$ cat src/rtl/avmm_pio_pkg.sv
// Shared constants and helpers for the Avalon-MM PIO bank.
//   REG_*  : per-channel register offsets (low two address bits)
//   EDGE_* : edge-capture mode encodings
//   clog2  : ceil(log2(v)), clog2(1) = 0
package avmm_pio_pkg;

  localparam logic [1:0] REG_DATA  = 2'd0;
  localparam logic [1:0] REG_MASK  = 2'd1;
  localparam logic [1:0] REG_EDGE  = 2'd2;
  localparam logic [1:0] REG_OUTRB = 2'd3;

  localparam int unsigned EDGE_RISE = 0;
  localparam int unsigned EDGE_FALL = 1;
  localparam int unsigned EDGE_BOTH = 2;

  function automatic int unsigned clog2(input int unsigned v);
    int unsigned r;
    r = 0;
    for (int unsigned i = 0; i < 32; i++) begin
      if ((64'd1 << i) < 64'(v)) r = i + 1;
    end
    return r;
  endfunction

endpackage

$ cat src/rtl/pio_in_chan.sv
// One input channel: synchronizer, debounce counter, stable register and
// edge detect.
//   clk, rst_n  : clock, async active-low reset
//   din         : asynchronous channel input
//   stable      : debounced value (registered)
//   edge_pulse  : edges detected on the update about to be taken this cycle
module pio_in_chan
  import avmm_pio_pkg::*;
#(
  parameter int unsigned DATA_W       = 8,
  parameter int unsigned SYNC_STAGES  = 2,
  parameter int unsigned DEBOUNCE_CYC = 50000,
  parameter int unsigned EDGE_MODE    = EDGE_RISE
) (
  input  logic              clk,
  input  logic              rst_n,
  input  logic [DATA_W-1:0] din,
  output logic [DATA_W-1:0] stable,
  output logic [DATA_W-1:0] edge_pulse
);

  localparam int unsigned CNT_RAW = clog2(DEBOUNCE_CYC + 1);
  localparam int unsigned CNT_W   = (CNT_RAW > 0) ? CNT_RAW : 1;

  logic [DATA_W-1:0] sync_q [SYNC_STAGES];
  logic [DATA_W-1:0] sync_s;
  logic [DATA_W-1:0] sync_prev_q;
  logic [DATA_W-1:0] stable_q, stable_d;
  logic [CNT_W-1:0]  cnt_q, cnt_d;

  assign sync_s = sync_q[SYNC_STAGES-1];
  assign stable = stable_q;

  // Synchronizer chain plus the previous-sample register used by debounce
  always_ff @(posedge clk or negedge rst_n) begin
    if (!rst_n) begin
      for (int unsigned i = 0; i < SYNC_STAGES; i++) sync_q[i] <= '0;
      sync_prev_q <= '0;
    end else begin
      sync_q[0] <= din;
      for (int unsigned i = 1; i < SYNC_STAGES; i++) sync_q[i] <= sync_q[i-1];
      sync_prev_q <= sync_s;
    end
  end

  // Accept sync_s once it has held a new value for DEBOUNCE_CYC cycles
  always_comb begin
    stable_d = stable_q;
    cnt_d    = cnt_q;
    if (DEBOUNCE_CYC == 0) begin
      stable_d = sync_s;
    end else if ((sync_s != sync_prev_q) || (sync_s == stable_q)) begin
      cnt_d = '0;
    end else if (cnt_q == CNT_W'(DEBOUNCE_CYC - 1)) begin
      stable_d = sync_s;
      cnt_d    = '0;
    end else begin
      cnt_d = cnt_q + CNT_W'(1);
    end
  end

  always_ff @(posedge clk or negedge rst_n) begin
    if (!rst_n) begin
      stable_q <= '0;
      cnt_q    <= '0;
    end else begin
      stable_q <= stable_d;
      cnt_q    <= cnt_d;
    end
  end

  // Edge qualification on the stable value transition
  always_comb begin
    edge_pulse = '0;
    case (EDGE_MODE)
      EDGE_RISE: edge_pulse = stable_d & ~stable_q;
      EDGE_FALL: edge_pulse = ~stable_d & stable_q;
      default:   edge_pulse = stable_d ^ stable_q;
    endcase
  end

endmodule

$ cat src/rtl/avmm_pio_bank.sv
// Parametrised Avalon-MM PIO bank: N_OUT output and N_IN debounced input
// channels with edge capture and a maskable level interrupt.
//   clk_clk, reset_reset_n : clock, async active-low reset
//   avs_*                  : Avalon-MM slave, address = {channel, reg},
//                            fixed read latency 1
//   irq                    : OR over channels of (EDGE_CAP & IRQ_MASK)
//   pio_out / pio_in       : channel k at bits [k*DATA_W +: DATA_W]
module avmm_pio_bank
  import avmm_pio_pkg::*;
#(
  parameter int unsigned DATA_W       = 8,
  parameter int unsigned N_OUT        = 2,
  parameter int unsigned N_IN         = 1,
  parameter int unsigned SYNC_STAGES  = 2,
  parameter int unsigned DEBOUNCE_CYC = 50000,
  parameter int unsigned EDGE_MODE    = 0,
  parameter int unsigned OUT_RESET    = 0,
  localparam int unsigned CH_MAX = (N_OUT > N_IN) ? N_OUT : N_IN,
  localparam int unsigned CH_W   = (clog2(CH_MAX) > 1) ? clog2(CH_MAX) : 1
) (
  input  logic                    clk_clk,
  input  logic                    reset_reset_n,
  input  logic [CH_W+1:0]         avs_address,
  input  logic                    avs_read,
  input  logic                    avs_write,
  input  logic [31:0]             avs_writedata,
  output logic [31:0]             avs_readdata,
  output logic                    irq,
  output logic [N_OUT*DATA_W-1:0] pio_out,
  input  logic [N_IN*DATA_W-1:0]  pio_in
);

  logic [CH_W-1:0]   ch;
  logic [1:0]        sel;
  logic [DATA_W-1:0] wdata;
  logic              unused_wdata;

  logic [DATA_W-1:0] stable_w [N_IN];
  logic [DATA_W-1:0] edge_w   [N_IN];
  logic [DATA_W-1:0] w1c_c    [N_IN];
  logic [DATA_W-1:0] mask_q   [N_IN];
  logic [DATA_W-1:0] edge_q   [N_IN];
  logic [DATA_W-1:0] rd_val_c;
  logic              irq_c;

  assign ch           = avs_address[CH_W+1:2];
  assign sel          = avs_address[1:0];
  assign wdata        = avs_writedata[DATA_W-1:0];
  assign unused_wdata = ^avs_writedata;

  for (genvar c = 0; c < N_IN; c++) begin : g_in
    pio_in_chan #(
      .DATA_W      (DATA_W),
      .SYNC_STAGES (SYNC_STAGES),
      .DEBOUNCE_CYC(DEBOUNCE_CYC),
      .EDGE_MODE   (EDGE_MODE)
    ) u_chan (
      .clk       (clk_clk),
      .rst_n     (reset_reset_n),
      .din       (pio_in[c*DATA_W +: DATA_W]),
      .stable    (stable_w[c]),
      .edge_pulse(edge_w[c])
    );
  end

  // Output channel registers
  always_ff @(posedge clk_clk or negedge reset_reset_n) begin
    if (!reset_reset_n) begin
      pio_out <= {N_OUT{DATA_W'(OUT_RESET)}};
    end else if (avs_write && (sel == REG_DATA)) begin
      for (int unsigned k = 0; k < N_OUT; k++) begin
        if (ch == CH_W'(k)) pio_out[k*DATA_W +: DATA_W] <= wdata;
      end
    end
  end

  // Per-channel W1C clear vector and interrupt reduction
  always_comb begin
    irq_c = 1'b0;
    for (int unsigned c = 0; c < N_IN; c++) begin
      w1c_c[c] = (avs_write && (sel == REG_EDGE) && (ch == CH_W'(c))) ? wdata : '0;
      irq_c    = irq_c | (|(edge_q[c] & mask_q[c]));
    end
  end

  // Mask and edge-capture registers; a new edge overrides a same-cycle clear
  always_ff @(posedge clk_clk or negedge reset_reset_n) begin
    if (!reset_reset_n) begin
      for (int unsigned c = 0; c < N_IN; c++) begin
        mask_q[c] <= '0;
        edge_q[c] <= '0;
      end
      irq <= 1'b0;
    end else begin
      for (int unsigned c = 0; c < N_IN; c++) begin
        if (avs_write && (sel == REG_MASK) && (ch == CH_W'(c))) mask_q[c] <= wdata;
        edge_q[c] <= (edge_q[c] & ~w1c_c[c]) | edge_w[c];
      end
      irq <= irq_c;
    end
  end

  // Read mux; nonexistent channels fall through to zero
  always_comb begin
    rd_val_c = '0;
    for (int unsigned c = 0; c < N_IN; c++) begin
      if (ch == CH_W'(c)) begin
        case (sel)
          REG_DATA: rd_val_c = stable_w[c];
          REG_MASK: rd_val_c = mask_q[c];
          REG_EDGE: rd_val_c = edge_q[c];
          default:  ;
        endcase
      end
    end
    for (int unsigned k = 0; k < N_OUT; k++) begin
      if ((sel == REG_OUTRB) && (ch == CH_W'(k))) rd_val_c = pio_out[k*DATA_W +: DATA_W];
    end
  end

  always_ff @(posedge clk_clk or negedge reset_reset_n) begin
    if (!reset_reset_n) avs_readdata <= '0;
    else if (avs_read)  avs_readdata <= 32'(rd_val_c);
  end

endmodule

$ cat config.mk
export PLATFORM = sky130hd
export DESIGN_NAME = avmm_pio_bank
export DESIGN_NICKNAME = d
export VERILOG_FILES = /design/src/rtl/avmm_pio_pkg.sv /design/src/rtl/pio_in_chan.sv /design/src/rtl/avmm_pio_bank.sv
export SDC_FILE = /design/constraint.sdc
export NUM_CORES = 1
export LEC_CHECK = 0
export ABC_CLOCK_PERIOD_IN_PS = 5800
export CORE_MARGIN = 4
export CORE_UTILIZATION = 44
export DETAILED_ROUTE_END_ITERATION = 12
export PLACE_DENSITY = 0.73
export SYNTH_ARGS = -nofsm -noshare
export SYNTH_HDL_FRONTEND = slang
export SYNTH_HIERARCHICAL = 1
export SYNTH_SLANG_ARGS = --single-unit
$ cat constraint.sdc
create_clock -name clk_clk -period 5.8 [get_ports clk_clk]
set_input_delay 1.45 -clock clk_clk [delete_from_list [all_inputs] [get_ports clk_clk]]
set_output_delay 1.45 -clock clk_clk [all_outputs]
set_load 0.02 [all_outputs]
* Yosys cells after proc, flatten, opt, wreduce, memory -nomap -nowiden *
Index checks and enable logic that the tools add are counted.
W data, S select, Z words.

operators by class
  add/subtract/negate cells = 1
  equality and inequality tests = 6
  mux-type cells = 9
  bitwise logic cells = 7
  reduce and logical (&&, ||, !) cells = 12

operators with widths
  kind                     count
  $mux W8                  6
  $mux W16                 2
  $and A8 B8 Y8            3
  $pmux W8 S3              1
  $add A16 B1 Y16 const B  1
  $eq A16 B16 Y1 const B   1
  $not A8 Y8               2
  $eq A8 B8 Y1             1
  $ne A8 B8 Y1             1
  $or A8 B8 Y8             1
  $reduce_or A8 Y1         1
  $logic_and A1 B1 Y1      7
  $eq A2 B2 Y1 const B     2
  $reduce_and A2 Y1        2
  $eq A2 B1 Y1 const B     1
  $logic_not A2 Y1         1
  $logic_or A1 B1 Y1       1
  $not A1 Y1               1

storage, ports and cells
  flip-flop bits (word level) = 89
  input bits = 47

* Depth between registers and ports, before layout *
Gate-level depths: netlist (run 1).

  word-level depth = 7
  depth in mapped cells = 7

* By module *
The synthesis (run 1) kept the hierarchy.

by module, submodules not included
  module         instances  cells an instance  area each (µm²)  seq. area each (µm²)
  avmm_pio_bank  1          159                2040.7           1026.0
  pio_in_chan    1          151                1983.2           1201.2

* Least setup slack after synthesis (run 1) *
Ideal clock, no wire load.

  path type = input -> register
  start = in avs_address[1]
  end = reg pio_out[0]
  library setup time = 125 ps
  arrival = 2388 ps
  required time = 5675 ps
  path slack = 3287 ps
  stages on the path = 3
  cell sequence = buf_6 nor4b_4 mux2_2

on the way
  longest elaborated chain between the ends = 3

RTL lines
  item                           line                 RTL
  start, declared                avmm_pio_bank.sv:23  input logic [CH_W+1:0] avs_address,
  $logic_not A2 Y1               avmm_pio_bank.sv:70  end else if (avs_write && (sel == REG_DATA)) begin
  $logic_and A1 B1 Y1            avmm_pio_bank.sv:70
  $reduce_and A2 Y1 (no line)    n/a
  end signal, assigned           avmm_pio_bank.sv:69  pio_out <= {N_OUT{DATA_W'(OUT_RESET)}};
  end signal, assigned by index  avmm_pio_bank.sv:72  if (ch == CH_W'(k)) pio_out[k*DATA_W +: DATA_W] <= wdata;
  end, declared                  avmm_pio_bank.sv:29  output logic [N_OUT*DATA_W-1:0] pio_out,

No other way between the ends.
A chain may end at the register's enable or synchronous reset.

* Final worst setup path (run 1) *
  start = in avs_address[0]
  end = reg mask_q[7] (netlist bit)

on the way
  longest elaborated chain between the ends = 3

RTL lines
  item                               line                 RTL
  $eq A2 B1 Y1                       avmm_pio_bank.sv:96  if (avs_write && (sel == REG_MASK) && (ch == CH_W'(c))) mask_q[c] <= wdata;
  $logic_and A1 B1 Y1 (2 in series)  avmm_pio_bank.sv:96
  end signal, assigned by index      avmm_pio_bank.sv:96
  end, declared                      avmm_pio_bank.sv:41  logic [DATA_W-1:0] mask_q [N_IN];

No other way between the ends.

==> flow_metrics.tcl, run 1 <==
set metrics [dict create \
    yosysUniqueCellTypes 42 \
    slew_violations 0 \
    p_leak_nw 2.03 \
    dp_cells 456 \
    antenna_found_initial 0 \
    seq_area_frac_synth_pct 55.3 \
    synth-seq-cells 89 \
    maxSlewHeadroom_pct 19.5 \
    max_freq_mhz 289 \
    routed_wl_mm 7.13 \
    cp_max_fo 21 \
    ios 96 \
    n_antenna_cell 0 \
    p_per_area_mw_per_mm2 291 \
    tns_ns 0 \
    syn_area_mm2 0.00402 \
    dr.pass1.iters 4 \
    clockBufferDepth 2 \
    synth_area_leader_cell "dfrtp_1" \
    r2r-start "g_in[0].u_chan/cnt_q[11]" \
    hp-start "g_in[0].u_chan/sync_q[8]" \
    final_core_util_pct 53.1 \
    clock_sinks 89 \
    core_mm2 0.00881 \
    hold_viol 0 \
    min_path_type "flop to flop" \
    reg2reg_depth 5 \
    synth-edff-count 0 \
    drive_gt1_share_pct 15.4 \
    final-setup-viol-count 0 \
    reg2reg_slack_ns 2.94 \
    netlist.area_leader.share_pct 55.3 \
    post_cts.repair.setup_buffers 0 \
    worstSetupPathType "input port to flop" \
    synth.most_common_cell "dfrtp_1" \
    portBuffers 47 \
    die_area_mm2 0.0107 \
    cp.arrival_ns 3.69 \
    post-route-drc-count 0 \
    synthToLayoutAreaGrowth_pct 16.2 \
    drt-vias-per-instance 5.17 \
    cts_root_buf "clkbuf_8" \
    numCtsBuffers 9 \
    hold_buffers 0 \
    drv_cap 0 \
    grt_overflow_total 0 \
    grt_setup_unrepaired "false" \
    die_w_um 104 \
    r2r-end "edge_q[0]" \
    htreeDepth 3 \
    syn_area_per_cell_um2 13.0 \
    clock_skew_ns 0.00980 \
    hold_end "g_in[0].u_chan/sync_s[0]" \
    routabilityCongestion 0.813 \
    fin_crit_sh_pct 59.6 \
    clkLatencyLatePin_ns 0.34 \
    yosysWarnings 6 \
    hpwlAfterDp_mm 5.20 \
    drt_iter0_drc 78 \
    grt_start_max_net_pins 49 \
    wl_per_cell_um 15.1 \
    min_period_ns 3.46 \
    die_h_um 104 \
    grt_pass1_wl_mm 11.9 \
    yosys_most_used_dff "dfrtp_1" \
    async_flop_share_pct 100 \
    vias 2435 \
    synth.area.top_cells "dfrtp_1, mux2_2, buf_4" \
    worst_slew_pin_slew_ns 1.20 \
    grt_usage_pct 13.3 \
    ant_nets 0 \
    start_util_pct 45.7 \
    max-vdd-ir-drop_uv 135 \
    rows 34 \
    crit_required_ns 6.03 \
    netlist_top_cells_count "dfrtp_1, mux2_2, buf_4" \
    holdPathStages 0 \
    startpoint_type "input port" \
    cts.clk_slew.worst_paths_ns 0.08 \
    finalNonFillerCells 471 \
    outcome "finished clean" \
    cts_tree "built" \
    end_kind "flop" \
    p_total_mw 1.36 \
    syn_inst 310 \
    finalNetCount 407 \
    grt_pass1_vias 2385 \
    cts_resized 0 \
]
report_power, final:
group | total, mW | switching [mW] | internal [mW]
sequential | 0.714 | 0.0406 | 0.673
clock | 0.415 | 0.196 | 0.219
combinational | 0.230 | 0.113 | 0.116
worst max-delay path by stage:
stage / start / to / slack (ns) / cells past startpoint
2_1_floorplan: avs_address[1] / pio_out[0] / 3.29 / 3
3_3_place_gp: avs_address[0] / mask_q[0] / 2.03 / 4
3_5_place_dp: avs_address[0] / mask_q[7] / 2.02 / 4
4_1_cts: avs_address[0] / mask_q[3] / 2.36 / 4
5_1_grt: avs_address[0] / mask_q[2] / 2.30 / 4
6_report: avs_address[0] / mask_q[7] / 2.34 / 4
cells by family after synthesis:
kind of cell | after synthesis | share of synthesized area [%]
flip-flops | 89 | 55.3
AND/OR/NAND/NOR | 69 | 11.4
multiplexers | 48 | 13.1
buffers and inverters | 39 | 6.62
AO/OA/AOI/OAI | 36 | 7.25
XOR/XNOR | 27 | 5.88
adder cells (fa/ha/maj) | 1 | 0.311
other | 1 | 0.0932
registers in the layout, indices dropped and copies added (netlist names):
name                     cells
g_in.u_chan/cnt_q           16
pio_out                     16
avs_readdata                 8
edge_q                       8
g_in.u_chan/stable           8
g_in.u_chan/sync_prev_q      8
g_in.u_chan/sync_q           8
g_in.u_chan/sync_s           8
mask_q                       8
irq                          1
metal layers:
layer	global-route usage (%)	share of wire [%]	wire [um]
met5	0	0	0
met4	4.56	0	0
met3	3.79	5.2	369
met2	20.6	48	3410
met1	18.1	47	3350
worst max-delay path, stage by stage:
cell	delay [ns]
clkdlybuf4s50_1	1.22
nand2_1	0.21
nor3_4	0.41
mux2_2	0.39
metrics by stage:
| step | hold slack, ns | instance area (um^2) | setup WS [ns] |
|---|---|---|---|
| detailed placement | 0.335 | 4480 | 2.02 |
| global placement | 0.334 | 4480 | 2.03 |
| global route | 0.366 | 4680 | 2.30 |
| CTS | 0.352 | 4680 | 2.36 |
| floorplan | 0.331 | 4110 | 3.29 |
| finish | 0.350 | 4680 | 2.34 |
layout make-up:
class / instances / area [um^2]
Clock inverter: 3 / 40.0
Clock buffer: 12 / 155
Sequential cell: 89 / 2230
Inverter: 5 / 18.8
Tap cell: 108 / 135
Multi-Input combinational cell: 205 / 1620
Timing Repair Buffer: 49 / 483
Fill cell: 759 / 4130
layout by cell type, fill, tap and decap left out, drive strengths merged, types with 6 or more instances in the layout:
master,instances
a221o,8
o22ai,8
conb,24
xnor2,17
a21o,8
mux2i,16
nor3,15
mux2,32
nor3b,9
nand2,13
dfrtp,89
clkdlybuf4s50,46
xor2,10
clkbuf,12
nor4,6
(Power assumes the default switching activity.)
==> run 2, diff against run 1 <==
--- a/config.mk
+++ b/config.mk
@@ -5,11 +5,11 @@
 export SDC_FILE = /design/constraint.sdc
 export NUM_CORES = 1
 export LEC_CHECK = 0
-export ABC_CLOCK_PERIOD_IN_PS = 5800
+export ABC_CLOCK_PERIOD_IN_PS = 3100
 export CORE_MARGIN = 4
 export CORE_UTILIZATION = 44
 export DETAILED_ROUTE_END_ITERATION = 12
-export PLACE_DENSITY = 0.73
+export PLACE_DENSITY = 0.76
 export SYNTH_ARGS = -nofsm -noshare
 export SYNTH_HDL_FRONTEND = slang
 export SYNTH_HIERARCHICAL = 1
==> constraint.sdc (replaced) <==
create_clock -name clk_clk -period 3.1 [get_ports clk_clk]
set_input_delay 0.775 -clock clk_clk [delete_from_list [all_inputs] [get_ports clk_clk]]
set_output_delay 0.775 -clock clk_clk [all_outputs]
set_load 0.02 [all_outputs]
==> run 2 against run 1 <==
Effect of this change: clock skew is essentially flat; count of clock-buffer cells in the layout down 3; core utilization grew 0.65 points; power grew 94%; sequential cell count stayed put; combinational power increased by 89%.
==> flow_metrics.tcl, run 2 (same netlist as run 1, synthesis figures left out) <==
set metrics [dict create \
    die_area_mm2 0.0107 \
    p_comb_share_pct 16.5 \
    finalWorstSetupSlack_ns 0.824 \
    core_mm2 0.00881 \
    slew_violations 0 \
    grt_overflow_total 0 \
    max_freq_mhz 439 \
    power_switching_share_pct 26.5 \
    clock_sinks 89 \
    htreeDepth 3 \
    numCtsBuffers 9 \
    hold_viol 0 \
    hp-start "g_in[0].u_chan/sync_q[15]" \
    worst_slew_pin_slew_ns 1.18 \
    place_ws_ns 0.556 \
    post_cts.repair.setup_buffers 0 \
    hpwlAfterDp_mm 5.45 \
    max-vdd-ir-drop_uv 387 \
    grt_pass1_vias 2518 \
    internal_power_mw 1.94 \
    cts.clk_slew.worst_paths_ns 0.09 \
    tns_ns 0 \
    die_h_um 104 \
    top_regs "g_in.u_chan/cnt_q: 16 flops, pio_out: 16 flops" \
    end_kind "flop" \
    maxSlewHeadroom_pct 21.0 \
    cts_root_buf "clkbuf_8" \
    p_sw_mw 0.701 \
    crit_required_ns 3.35 \
    die_w_um 104 \
    dr.pass1.iters 4 \
    synthToLayoutAreaGrowth_pct 17.6 \
    clock_skew_ns 0.00953 \
    startpoint_type "flop" \
    cp_max_fo 16 \
    portBuffers 47 \
    pwr-share-seq_pct 50.5 \
    drv_cap 0 \
    final_common_cell "dfrtp_1" \
    post-route-drc-count 0 \
    grt_usage_pct 14.2 \
    clkPwrFrac_pct 33.0 \
    holdPathStages 0 \
    drt-vias-per-instance 5.26 \
    drive_gt1_share_pct 16.4 \
    p_leak_nw 2.05 \
    outcome "finished clean" \
    reg2reg_depth 4 \
    min_path_type "flop to flop" \
    cts_resized 0 \
    grt_setup_unrepaired "false" \
    grt_pass1_wl_mm 12.4 \
    fin_crit_sh_pct 73.4 \
    antenna_found_initial 0 \
    ant_nets 0 \
    p_total_mw 2.64 \
    grt_start_max_net_pins 53 \
    final_cell_mix "dfrtp_1, clkdlybuf4s50_1, mux2_2" \
    rows 34 \
    hold_buffers 0 \
    ios 96 \
    r2r-start "g_in[0].u_chan/sync_s[7]" \
    n_antenna_cell 0 \
    hold_end "g_in[0].u_chan/sync_s[7]" \
    finalNetCount 409 \
    wl_per_cell_um 15.4 \
    drt_iter0_drc 67 \
    routabilityCongestion 0.785 \
    clockBufferDepth 2 \
    r2r-end "g_in[0].u_chan/cnt_q[9]" \
    vias 2492 \
    cts_tree "built" \
    final-setup-viol-count 0 \
    fill_cells 732 \
    start_util_pct 45.7 \
    worstSetupPathType "flop to flop" \
    p_per_area_mw_per_mm2 558 \
    reg2reg_slack_ns 0.82 \
    min_period_ns 2.28 \
    routed_wl_mm 7.29 \
    clkLatencyLatePin_ns 0.35 \
    cp.arrival_ns 2.53 \
]
==> run 2: changes by cell type in the layout (fill, tap and decap cells not counted), sizes merged <==
| cell | before | now |
|---|---|---|
| buf | 3 | 5 |
| bufinv | 1 | 2 |
| clkinv | 2 | 0 |
| clkinvlp | 0 | 2 |
| clkbuf | 12 | 9 |
| inv | 5 | 8 |
==> run 2: worst max-delay path, cell delays in order, from the launching register on <==
cell      delay, ns
dfrtp_1        0.44
xor2_1         0.16
nor4_1         0.59
o211ai_1       0.62
nor3_1         0.37
==> run 2: worst max-delay path by stage <==
stage          slack (ns)                        to                     start  cells after the start
5_1_grt              0.51   g_in[0].u_chan/cnt_q[9]  g_in[0].u_chan/sync_s[6]                      4
2_1_floorplan        0.87  g_in[0].u_chan/stable[5]   g_in[0].u_chan/cnt_q[7]                      5
3_5_place_dp         0.56                pio_out[7]            avs_address[2]                      3
6_report             0.82   g_in[0].u_chan/cnt_q[9]  g_in[0].u_chan/sync_s[7]                      4
4_1_cts              0.77   g_in[0].u_chan/cnt_q[5]  g_in[0].u_chan/sync_s[7]                      4
3_3_place_gp         0.61                pio_out[4]            avs_address[2]                      3
==> run 2: final cells by class <==
cell class / instances / area [um^2] / share of cell area [%]
inverter: 5 / 18.8 / 0.397
clock buffer: 9 / 124 / 2.62
clock inverter: 7 / 101 / 2.14
tap: 108 / 135 / 2.85
multi-input combinational: 205 / 1620 / 34.2
sequential: 89 / 2230 / 47.1
timing repair buffer: 51 / 510 / 10.8
==> run 2: stage by stage <==
stage / cell area, um^2 / utilization, % / hold slack (ns) / instances
2_1_floorplan: 4110 / - / 0.331 / 333
4_1_cts: 4730 / 53.8 / 0.356 / 474
3_5_place_dp: 4510 / 51.2 / 0.336 / 458
5_1_grt: 4730 / 53.8 / 0.364 / 474
3_3_place_gp: 4510 / 51.2 / 0.335 / 458
6_report: 4730 / 53.8 / 0.355 / 474
==> run 2: metal layers <==
layer,track usage (%),up-vias,wire length (um)
li1,-,1177,-
met1,17.8,1226,3280
met2,23.2,81,3520
met3,5.16,8,415
met4,4.18,0,75
met5,0,-,0
==> run 2: power groups by stage <==
stage          registers, mW  clock network, mW  logic (mW)
2_1_floorplan           1.42                  0       0.183
3_3_place_gp            1.35                  0       0.427
3_5_place_dp            1.36                  0       0.438
4_1_cts                 1.34              0.908       0.439
5_1_grt                 1.35              0.956       0.464
6_report                1.33              0.873       0.435
==> run 3, diff against run 2 <==
--- a/config.mk
+++ b/config.mk
@@ -5,7 +5,7 @@
 export SDC_FILE = /design/constraint.sdc
 export NUM_CORES = 1
 export LEC_CHECK = 0
-export ABC_CLOCK_PERIOD_IN_PS = 3100
+export ABC_CLOCK_PERIOD_IN_PS = 1850
 export CORE_MARGIN = 4
 export CORE_UTILIZATION = 44
 export DETAILED_ROUTE_END_ITERATION = 12
==> constraint.sdc (replaced) <==
create_clock -name clk_clk -period 1.85 [get_ports clk_clk]
set_input_delay 0.4625 -clock clk_clk [delete_from_list [all_inputs] [get_ports clk_clk]]
set_output_delay 0.4625 -clock clk_clk [all_outputs]
set_load 0.02 [all_outputs]
==> run 3 against run 2 <==
Effect of this change: count of clock-buffer cells in the layout rose by 2; clock skew rose by 0.0018 ns; critical path type unchanged; highest routed layer unchanged; the run now ends with setup timing left; die area did not move; sequential share of layout area fell by 3.0 points; maximum frequency rose by 12%; non-clock buffer count rose by 32.
==> flow_metrics.tcl, run 3 (same netlist as run 1, synthesis figures left out) <==
set metrics [dict create \
    outcome "finished with violations" \
    violations "setup timing" \
    dr.pass1.iters 4 \
    finalNonFillerCells 506 \
    grt_overflow_total 0 \
    fin_crit_sh_pct 109 \
    drive_gt1_share_pct 24.9 \
    grt_setup_unrepaired "true" \
    cp_max_fo 16 \
    startpoint_type "flop" \
    crit_required_ns 2.09 \
    final-setup-viol-count 16 \
    slowest_stage "or4b_4" \
    seq_area_mm2 0.00223 \
    drt-vias-per-instance 5.14 \
    post-route-drc-count 0 \
    max_freq_mhz 494 \
    vias 2602 \
    multi_input_area_mm2 0.00165 \
    path_cells "or4b_4 > nor4_4 > o2111ai_4 > buf_12 > mux2_4" \
    p_per_area_mw_per_mm2 844 \
    core_mm2 0.00881 \
    ios 96 \
    grt_pass1_wl_mm 12.4 \
    reg2reg_depth 5 \
    portBuffers 47 \
    final_core_util_pct 57.4 \
    routed_wl_mm 7.57 \
    max-vdd-ir-drop_uv 462 \
    wl_per_cell_um 15.0 \
    reg2reg_slack_ns -0.18 \
    cp_slowest_stage_delay_ns 0.55 \
    p_total_mw 4.27 \
    tns_ns -2.22 \
    grt_pass1_vias 2634 \
    cts_root_buf "clkbuf_8" \
    n_antenna_cell 0 \
    hpwlAfterDp_mm 5.66 \
    p_leak_nw 2.40 \
    die_w_um 104 \
    min_period_ns 2.03 \
    place_ws_ns -0.189 \
    antenna_found_initial 0 \
    hold_buffers 0 \
    hold_viol 0 \
    end_kind "flop" \
    r2r-start "g_in[0].u_chan/cnt_q[7]" \
    finalNetCount 441 \
    r2r-end "g_in[0].u_chan/stable[6]" \
    worstSetupPathType "flop to flop" \
    die_h_um 104 \
    clockBufferDepth 2 \
    drv_cap 0 \
    final_cell_area_mm2 0.00505 \
    grt_start_max_net_pins 39 \
    finalWorstSetupSlack_ns -0.175 \
    routabilityCongestion 0.805 \
    dp_cells 490 \
    fill_cells 734 \
    htreeDepth 3 \
    start_util_pct 45.7 \
    holdWs_ns 0.0706 \
    cts.clk_slew.worst_paths_ns 0.08 \
    clock_skew_ns 0.0113 \
    cp.arrival_ns 2.27 \
    rows 34 \
    postPlaceCellArea_mm2 0.00479 \
    top_regs "g_in.u_chan/cnt_q: 16 flops, pio_out: 16 flops" \
    grt_usage_pct 14.1 \
    final_common_cell "dfrtp_1" \
    min_path_type "input port to async pin" \
    slew_violations 0 \
    ant_nets 0 \
    final_cell_mix "dfrtp_1, buf_4, mux2_2" \
    synthToLayoutAreaGrowth_pct 25.6 \
    clock_sinks 89 \
    clkLatencyLatePin_ns 0.35 \
    cts_tree "built" \
    numCtsBuffers 9 \
    die_area_mm2 0.0107 \
    drt_iter0_drc 48 \
]
## run 3: power by group
group / switching [mW] / leakage, nW / total (mW) / internal (mW)
combinational: 0.365 / 1.17 / 0.729 / 0.365
sequential: 0.121 / 1.14 / 2.23 / 2.11
clock: 0.649 / 0.0953 / 1.31 / 0.657
## run 3: routing by layer
metal	vias up	GRT usage, %	share of wire, %
li1	1242	-	-
met3	7	5.78	5.2
met2	64	23.9	50
met4	0	3.13	0.73
met5	-	0	0
met1	1289	16.8	45
## run 3: worst max-delay path by stage
stage | cells after the start | slack, ns | from | end
3_3_place_gp | 5 | -0.18 | avs_address[0] | pio_out[4]
6_report | 5 | -0.18 | g_in[0].u_chan/cnt_q[7] | g_in[0].u_chan/stable[6]
4_1_cts | 5 | -0.19 | g_in[0].u_chan/cnt_q[7] | g_in[0].u_chan/stable[5]
3_5_place_dp | 5 | -0.19 | avs_address[0] | pio_out[4]
2_1_floorplan | 5 | -0.38 | g_in[0].u_chan/cnt_q[7] | g_in[0].u_chan/stable[5]
5_1_grt | 5 | -0.22 | g_in[0].u_chan/cnt_q[7] | g_in[0].u_chan/stable[6]
## run 3: final cells by class
cell class / instances / area share, %
clock buffer: 11 / 2.80
clock inverter: 5 / 1.09
inverter: 5 / 0.371
multi-input combinational: 205 / 32.7
sequential: 89 / 44.1
tap: 108 / 2.67
timing repair buffer: 83 / 16.3
## run 3: critical path: cells and delay by family, from the launching register on
| kind | cells | cell delay [ns] |
|---|---|---|
| AO/OA/AOI/OAI | 1 | 0.17 |
| flip-flops | 1 | 0.38 |
| buffers and inverters | 1 | 0.19 |
| AND/OR/NAND/NOR | 2 | 0.89 |
| multiplexers | 1 | 0.29 |
## run 3: timing repair
item / in CTS / in global routing
setup buffers: 0 / 0
setup endpoints to repair: 21 / 33
endpoints found under the hold margin: 0 / 0
gates resized for setup: 5 / 21
pin swaps: 0 / 2
